## src/rtl/ha_array_reduce_pipe.sv

```systemverilog
// Two-stage valid/ready reduction of the approximate multiplier's half-adder rows into a 16-bit product.
// Optional macro HA_REDUCE_TXN_CNT_EN adds the txn_cnt/sat_cnt handshake counters.
`timescale 1ns/1ps
module ha_array_reduce_pipe #(
  parameter int OUT_W          = 16,
  parameter bit SAT_EN_DEFAULT = 1'b1
) (
  input  logic             clk,
  input  logic             rst,
  input  logic             in_valid,
  output logic             in_ready,
  input  logic [6:0]       ha_array_0_b,
  input  logic [8:0]       ha_array_0_t,
  input  logic [6:0]       ha_array_1_b,
  input  logic [8:0]       ha_array_1_t,
  input  logic [6:0]       ha_array_2_b,
  input  logic [8:0]       ha_array_2_t,
  input  logic [6:0]       ha_array_3_b,
  input  logic [8:0]       ha_array_3_t,
  input  logic             sat_en,
  output logic             out_valid,
  input  logic             out_ready,
  output logic [OUT_W-1:0] product,
  output logic             sat
`ifdef HA_REDUCE_TXN_CNT_EN
  ,
  output logic [15:0]      txn_cnt,
  output logic [7:0]       sat_cnt
`endif
);

  localparam int SUM_W = OUT_W + 1;

  // Row k value before its 2k shift: sums at weight 2^i, carries at weight 2^(j+2).
  function automatic logic [SUM_W-1:0] row_value(input logic [8:0] t, input logic [6:0] b);
    return SUM_W'(t) + SUM_W'({b, 2'b00});
  endfunction

  logic [SUM_W-1:0] r0, r1, r2, r3;
  logic [SUM_W-1:0] sum17;
  logic [12:0]      s1_lo;
  logic [SUM_W-1:0] s1_hi;
  logic             s1_sat_en;
  logic             s1_valid;
  logic             s2_ready;
  logic             s1_advance;
  logic             accept;

  assign r0 = row_value(ha_array_0_t, ha_array_0_b);
  assign r1 = row_value(ha_array_1_t, ha_array_1_b) << 2;
  assign r2 = row_value(ha_array_2_t, ha_array_2_b) << 4;
  assign r3 = row_value(ha_array_3_t, ha_array_3_b) << 6;

  assign s2_ready   = !out_valid || out_ready;
  assign in_ready   = !s1_valid || s2_ready;
  assign accept     = in_valid && in_ready;
  assign s1_advance = s1_valid && s2_ready;
  assign sum17      = SUM_W'(s1_lo) + s1_hi;

  always_ff @(posedge clk or posedge rst) begin
    if (rst) begin
      s1_valid  <= 1'b0;
      s1_lo     <= '0;
      s1_hi     <= '0;
      s1_sat_en <= SAT_EN_DEFAULT;
    end else begin
      if (accept) begin
        s1_valid  <= 1'b1;
        s1_lo     <= 13'(r0 + r1);
        s1_hi     <= r2 + r3;
        s1_sat_en <= sat_en;
      end else if (s1_advance) begin
        s1_valid <= 1'b0;
      end
    end
  end

  // Output register only reloads on an advance, so a stalled product stays stable.
  always_ff @(posedge clk or posedge rst) begin
    if (rst) begin
      out_valid <= 1'b0;
      product   <= '0;
      sat       <= 1'b0;
    end else begin
      if (s1_advance) begin
        out_valid <= 1'b1;
        sat       <= sum17[SUM_W-1];
        if (sum17[SUM_W-1] && s1_sat_en)
          product <= '1;
        else
          product <= sum17[OUT_W-1:0];
      end else if (out_ready) begin
        out_valid <= 1'b0;
      end
    end
  end

`ifdef HA_REDUCE_TXN_CNT_EN
  always_ff @(posedge clk or posedge rst) begin
    if (rst) begin
      txn_cnt <= '0;
      sat_cnt <= '0;
    end else if (out_valid && out_ready) begin
      txn_cnt <= txn_cnt + 16'd1;
      if (sat && sat_cnt != 8'hFF)
        sat_cnt <= sat_cnt + 8'd1;
    end
  end
`endif

endmodule

```

## config.mk

```make
export PLATFORM = sky130hd
export DESIGN_NAME = ha_array_reduce_pipe
export DESIGN_NICKNAME = d
export VERILOG_FILES = /design/src/rtl/ha_array_reduce_pipe.sv
export SDC_FILE = /design/constraint.sdc
export NUM_CORES = 1
export LEC_CHECK = 0
export CAP_MARGIN = 5
export CORE_ASPECT_RATIO = 2
export CORE_UTILIZATION = 35
export DETAILED_ROUTE_END_ITERATION = 10
export SYNTH_ARGS = -nofsm -noshare
export SYNTH_HDL_FRONTEND = slang
export SYNTH_SLANG_ARGS = --single-unit
```

## constraint.sdc

```tcl
create_clock -name clk -period 3.16 [get_ports clk]
set_clock_uncertainty 0.05 [all_clocks]
set_input_delay 0.632 -clock clk [delete_from_list [all_inputs] [get_ports clk]]
set_output_delay 0.632 -clock clk [all_outputs]
set_load 0.05 [all_outputs]
```

Yosys cells after proc, flatten, opt, wreduce, memory -nomap -nowiden
Index checks and enable logic that the tools add are counted.
- add/subtract/negate cells: 7
- multiply operators: 0
- div/mod/pow operators: 0
- magnitude comparators: 0
- equal/unequal tests: 0
- shift-type cells: 0
- multiplexer cells: 5
- bitwise logic cells: 0
- reduce and logical (&&, ||, !) cells: 9
- operators with widths (kind ; count):
    9-bit by 9-bit adder with 10-bit output ; 4
    13-bit by 17-bit adder with 17-bit output ; 1
    14-bit by 16-bit adder with 17-bit output ; 1
    16-bit 2-to-1 mux ; 1
    10-bit by 12-bit adder with 13-bit output ; 1
    1-bit 2-to-1 mux ; 4
    2-bit nonzero test ; 2
    1-bit logical AND ; 3
    1-bit zero test ; 2
    1-bit logical OR ; 2
- flip-flop bits (word level): 50
- bits in latches: 0
- memory bits (writable): 0
- memory bits (read-only): 0
- bits of input ports: 69
- output and inout bits: 19
- memories: 0

Depth between registers and ports, before layout
- depth after elaboration: 5
- gate-level depth with buffers: 14

Least setup slack after synthesis
Ideal clock, no wire load.
- path kind: input to register
- start: in ha_array_2_b[0]
- end: reg s1_hi[14]
- arrival time: 3.062 ns
- required time: 2.977 ns
- setup slack: -0.086 ns
- cell stages on the path: 14
- buffers on the path: 0
- path through: ha_1 > fa_1 > a21o_1 > a21oi_1 > o21bai_1 > a21oi_1 > xnor2_1 > ha_1 > or2_2 > a21oi_1 > inv_1 > o41ai_1 > xnor2_1 > o21ai_0
- cells in the longest elaborated chain, start to end: 2
- RTL lines (what ; line ; source):
    start: declaration ; 16 ; input logic [6:0] ha_array_2_b,
    9-bit by 9-bit adder with 10-bit output ; 36 ; return SUM_W'(t) + SUM_W'({b, 2'b00});
    14-bit by 16-bit adder with 17-bit output ; 70 ; s1_hi <= r2 + r3;
    end signal: assignment ; 70 ;
    end: declaration ; 42 ; logic [SUM_W-1:0] s1_hi;
Every way passes these cells.
A chain may end at the register's enable or synchronous reset.

Final worst setup path
- start: in ha_array_3_b[0]
- end: reg s1_hi[13]
- cells in the longest elaborated chain, start to end: 2
- RTL lines (what ; line ; source):
    start: declaration ; 18 ; input logic [6:0] ha_array_3_b,
    9-bit by 9-bit adder with 10-bit output ; 36 ;
    14-bit by 16-bit adder with 17-bit output ; 70 ;
Every way passes these cells.

==> results_dict.tcl <==
set metrics [dict create \
    antenna_found_initial 0 \
    ant_nets 0 \
    fillCellCount 984 \
    grt_overflow 0 \
    cp-end-kind "register" \
    viasPerCell 5.00 \
    holdWs_ns 0.436 \
    critPathLaunchType "primary input" \
    clkTransAtPathRegs_ns 0.06 \
    instances_no_fill 653 \
    p_int_mw 2.16 \
    drt_iter0_drc 60 \
    setup_violations 0 \
    multi_input_area_sq_mm 0.00268 \
    slowest_stage "clkdlybuf4s50_1" \
    die_w_um 74.8 \
    cp_max_fo 3 \
    cts-root-buf "clkbuf_16" \
    design_area_sq_mm 0.00537 \
    design.core.area_sq_mm 0.0102 \
    die_height_um 148 \
    avgSynthCellArea_sq_um 9.47 \
    areaGrowthSynthToFinish_pct 44.5 \
    switching_power_mw 1.57 \
    ff2ff_path_depth 10 \
    synth_area_sq_mm 0.00371 \
    p_sw_frac 0.421 \
    rsz0062_at_grt "true" \
    power_frac_comb 0.606 \
    seq_area_frac_synth 0.310 \
    io_buffers 87 \
    wl_per_cell_um 12.8 \
    fin_util 0.525 \
    ctsHoldBuffers 0 \
    htreeDepth 2 \
    status "complete, no violations" \
    slew-limit-headroom 0.389 \
    numCtsBuffers 5 \
    hold_viol 0 \
    synth-edff-count 0 \
    synth-seq-cells 46 \
    leakagePower_nw 2.35 \
    grt_pass1_wl_um 13900 \
    min_period_ns 3.10 \
    critPathArrivalTime_ns 3.21 \
    synth_cell_types 46 \
    ctsLongestPathBuffers 2 \
    regArea_sq_mm 0.00115 \
    fin_setup_tns_ns 0 \
    max_freq_ghz 0.323 \
    n_antenna_cell 0 \
    dp_hpwl_um 6850 \
    rows 52 \
    rr_endpoint "product[5]$_DFFE_PP0P_" \
    period_share 0.981 \
    yosysTopAreaCellShare 0.303 \
    yosysTopAreaCell "dfrtp_1" \
    grt_max_degree 47 \
    timing.rr.start "s1_hi[4]$_DFFE_PP0P_" \
    dp.cells 643 \
    ys_warn_count 0 \
    numClockSinks 46 \
    final_max_slew_viol_count 0 \
    cts_tree "built" \
    critical_path.cell_chain "clkdlybuf4s50_1 -> ha_1 -> fa_2 -> buf_4 -> xor2_1 -> ha_1 -> o21a_1 -> buf_4 -> a21o_1 -> a21oi_2 -> xor2_1 -> o21ai_1" \
    dr.pass1.iters 4 \
    clock_latency_ns 0.29 \
    drive_gt1_frac 0.201 \
    p_per_area_mw_per_mm2 695 \
    ys_top_cells_by_count "46 x nor2_1, 45 x dfrtp_1, 45 x ha_1" \
    die_area_sq_mm 0.0111 \
    critPathMaxStageDelay_ns 0.42 \
    io-pin-count 88 \
    start_util 0.364 \
    irDropWorstVdd_mv 0.411 \
    hold_end "s1_hi[11]$_DFFE_PP0P_" \
    hold_start "s1_hi[11]$_DFFE_PP0P_" \
    hold_path.class "register to register" \
    pwr-share-clk 0.140 \
    place.gp.congestion 0.783 \
    syn_inst 392 \
    whs_path_depth 2 \
    dominantRegCellSynth "dfrtp_1" \
    cap_viol_max_count 0 \
    via_count 3268 \
    synth_area_leaders "dfrtp_1 30%, ha_1 15%, fa_1 7.0%" \
    synth.most_common_cell "nor2_1" \
    critPathKind "primary input to register" \
    grt_usage 0.162 \
    wirelength_um 8340 \
    drc 0 \
    final_nets 644 \
    tightest_slew_ns 0.915 \
    place_area_sq_mm 0.00503 \
    rrSetupSlack_ns 0.67 \
    synthArstFlopShare 1.00 \
    power_frac_seq 0.254 \
    syn_nets 519 \
    grt_pass1_vias 3303 \
    cp.required_ns 3.26 \
]
-- metrics by stage --
| step | setup WS [ns] | power [mW] |
|---|---|---|
| floorplan | -0.0324 | 2.46 |
| global placement | -0.583 | 3.07 |
| detailed placement | -0.632 | 3.12 |
| CTS | 0.00155 | 3.71 |
| global route | -0.0389 | 4.03 |
| finish | 0.0594 | 3.73 |
-- cells by family (layout without fill, tap and decap cells) --
group,count (synthesis),after routing,synth area share
xor+xnor,32,32,0.0755
fa+ha+maj,58,58,0.222
buf+inv,27,153,0.0293
simple gates,110,110,0.135
mux,9,9,0.0273
flops,46,46,0.310
compound gates,110,110,0.200
-- registers in the layout, summed over array words and instances (netlist names) --
name,count
s1_lo,13
sat,1
s1_valid,1
out_valid,1
product,16
s1_sat_en,1
s1_hi,13
-- cells in the final DEF (no fill, tap or decap), drive strengths merged, types with 14 or more instances in the layout --
master / Yosys / final
o21ai: 22 / 22
inv: 19 / 19
nor2: 46 / 46
nand2: 27 / 27
ha: 45 / 45
a21oi: 28 / 28
xor2: 15 / 15
xnor2: 17 / 17
clkdlybuf4s50: 0 / 75
buf: 1 / 41
dfrtp: 45 / 45
a31oi: 14 / 14
-- what timing repair did --
action / CTS / global route
setup endpoints to repair: 9 / 8
buffers inserted: 2 / 0
pin swaps: 38 / 20
hold endpoints to repair: 0 / 0
resized for setup: 45 / 25
cloned: 0 / 0
-- power by group through the flow --
stage | clock network (mW) | registers [mW] | logic (mW)
6_report | 0.522 | 0.946 | 2.26
5_1_grt | 0.561 | 0.967 | 2.50
4_1_cts | 0.538 | 0.948 | 2.23
3_5_place_dp | 0 | 0.959 | 2.16
3_3_place_gp | 0 | 0.950 | 2.12
2_1_floorplan | 0 | 1.25 | 1.21
-- worst max-delay path: cells and delay by family --
family | cells | cell delay, ns
AO/OA/AOI/OAI | 4 | 0.62
XOR/XNOR | 2 | 0.35
buffers and inverters | 3 | 0.70
adder cells (fa/ha/maj) | 3 | 0.90
-- worst max-delay path by stage --
stage,start,endpoint,depth (start not counted),slack (ns)
after CTS,ha_array_1_b[1],s1_lo[11]$_DFFE_PP0P_,13,0.002
after floorplan,ha_array_2_b[0],s1_hi[14]$_DFFE_PP0P_,14,-0.03
final,ha_array_3_b[0],s1_hi[13]$_DFFE_PP0P_,12,0.06
after global placement,ha_array_1_b[0],s1_lo[12]$_DFFE_PP0P_,15,-0.58
after detailed placement,ha_array_1_b[0],s1_lo[12]$_DFFE_PP0P_,15,-0.63
after global routing,ha_array_3_b[0],s1_hi[14]$_DFFE_PP0P_,11,-0.04
-- layer usage --
metal	routed length [um]	global-route usage	vias to the layer above
li1	-	-	1659
met1	2960	0.154	1534
met2	5000	0.323	58
met3	135	0.0164	17
met4	244	0.0689	0
met5	0	0	-
-- area by class of cell --
cell class,instances,share of cell area
clock inverter,2,0.00233
inverter,19,0.0133
clock buffer,6,0.0259
tap,135,0.0315
timing repair buffer,126,0.214
multi-input combinational,319,0.499
sequential,46,0.215
Note: power is estimated with default switching activity, not from simulation.
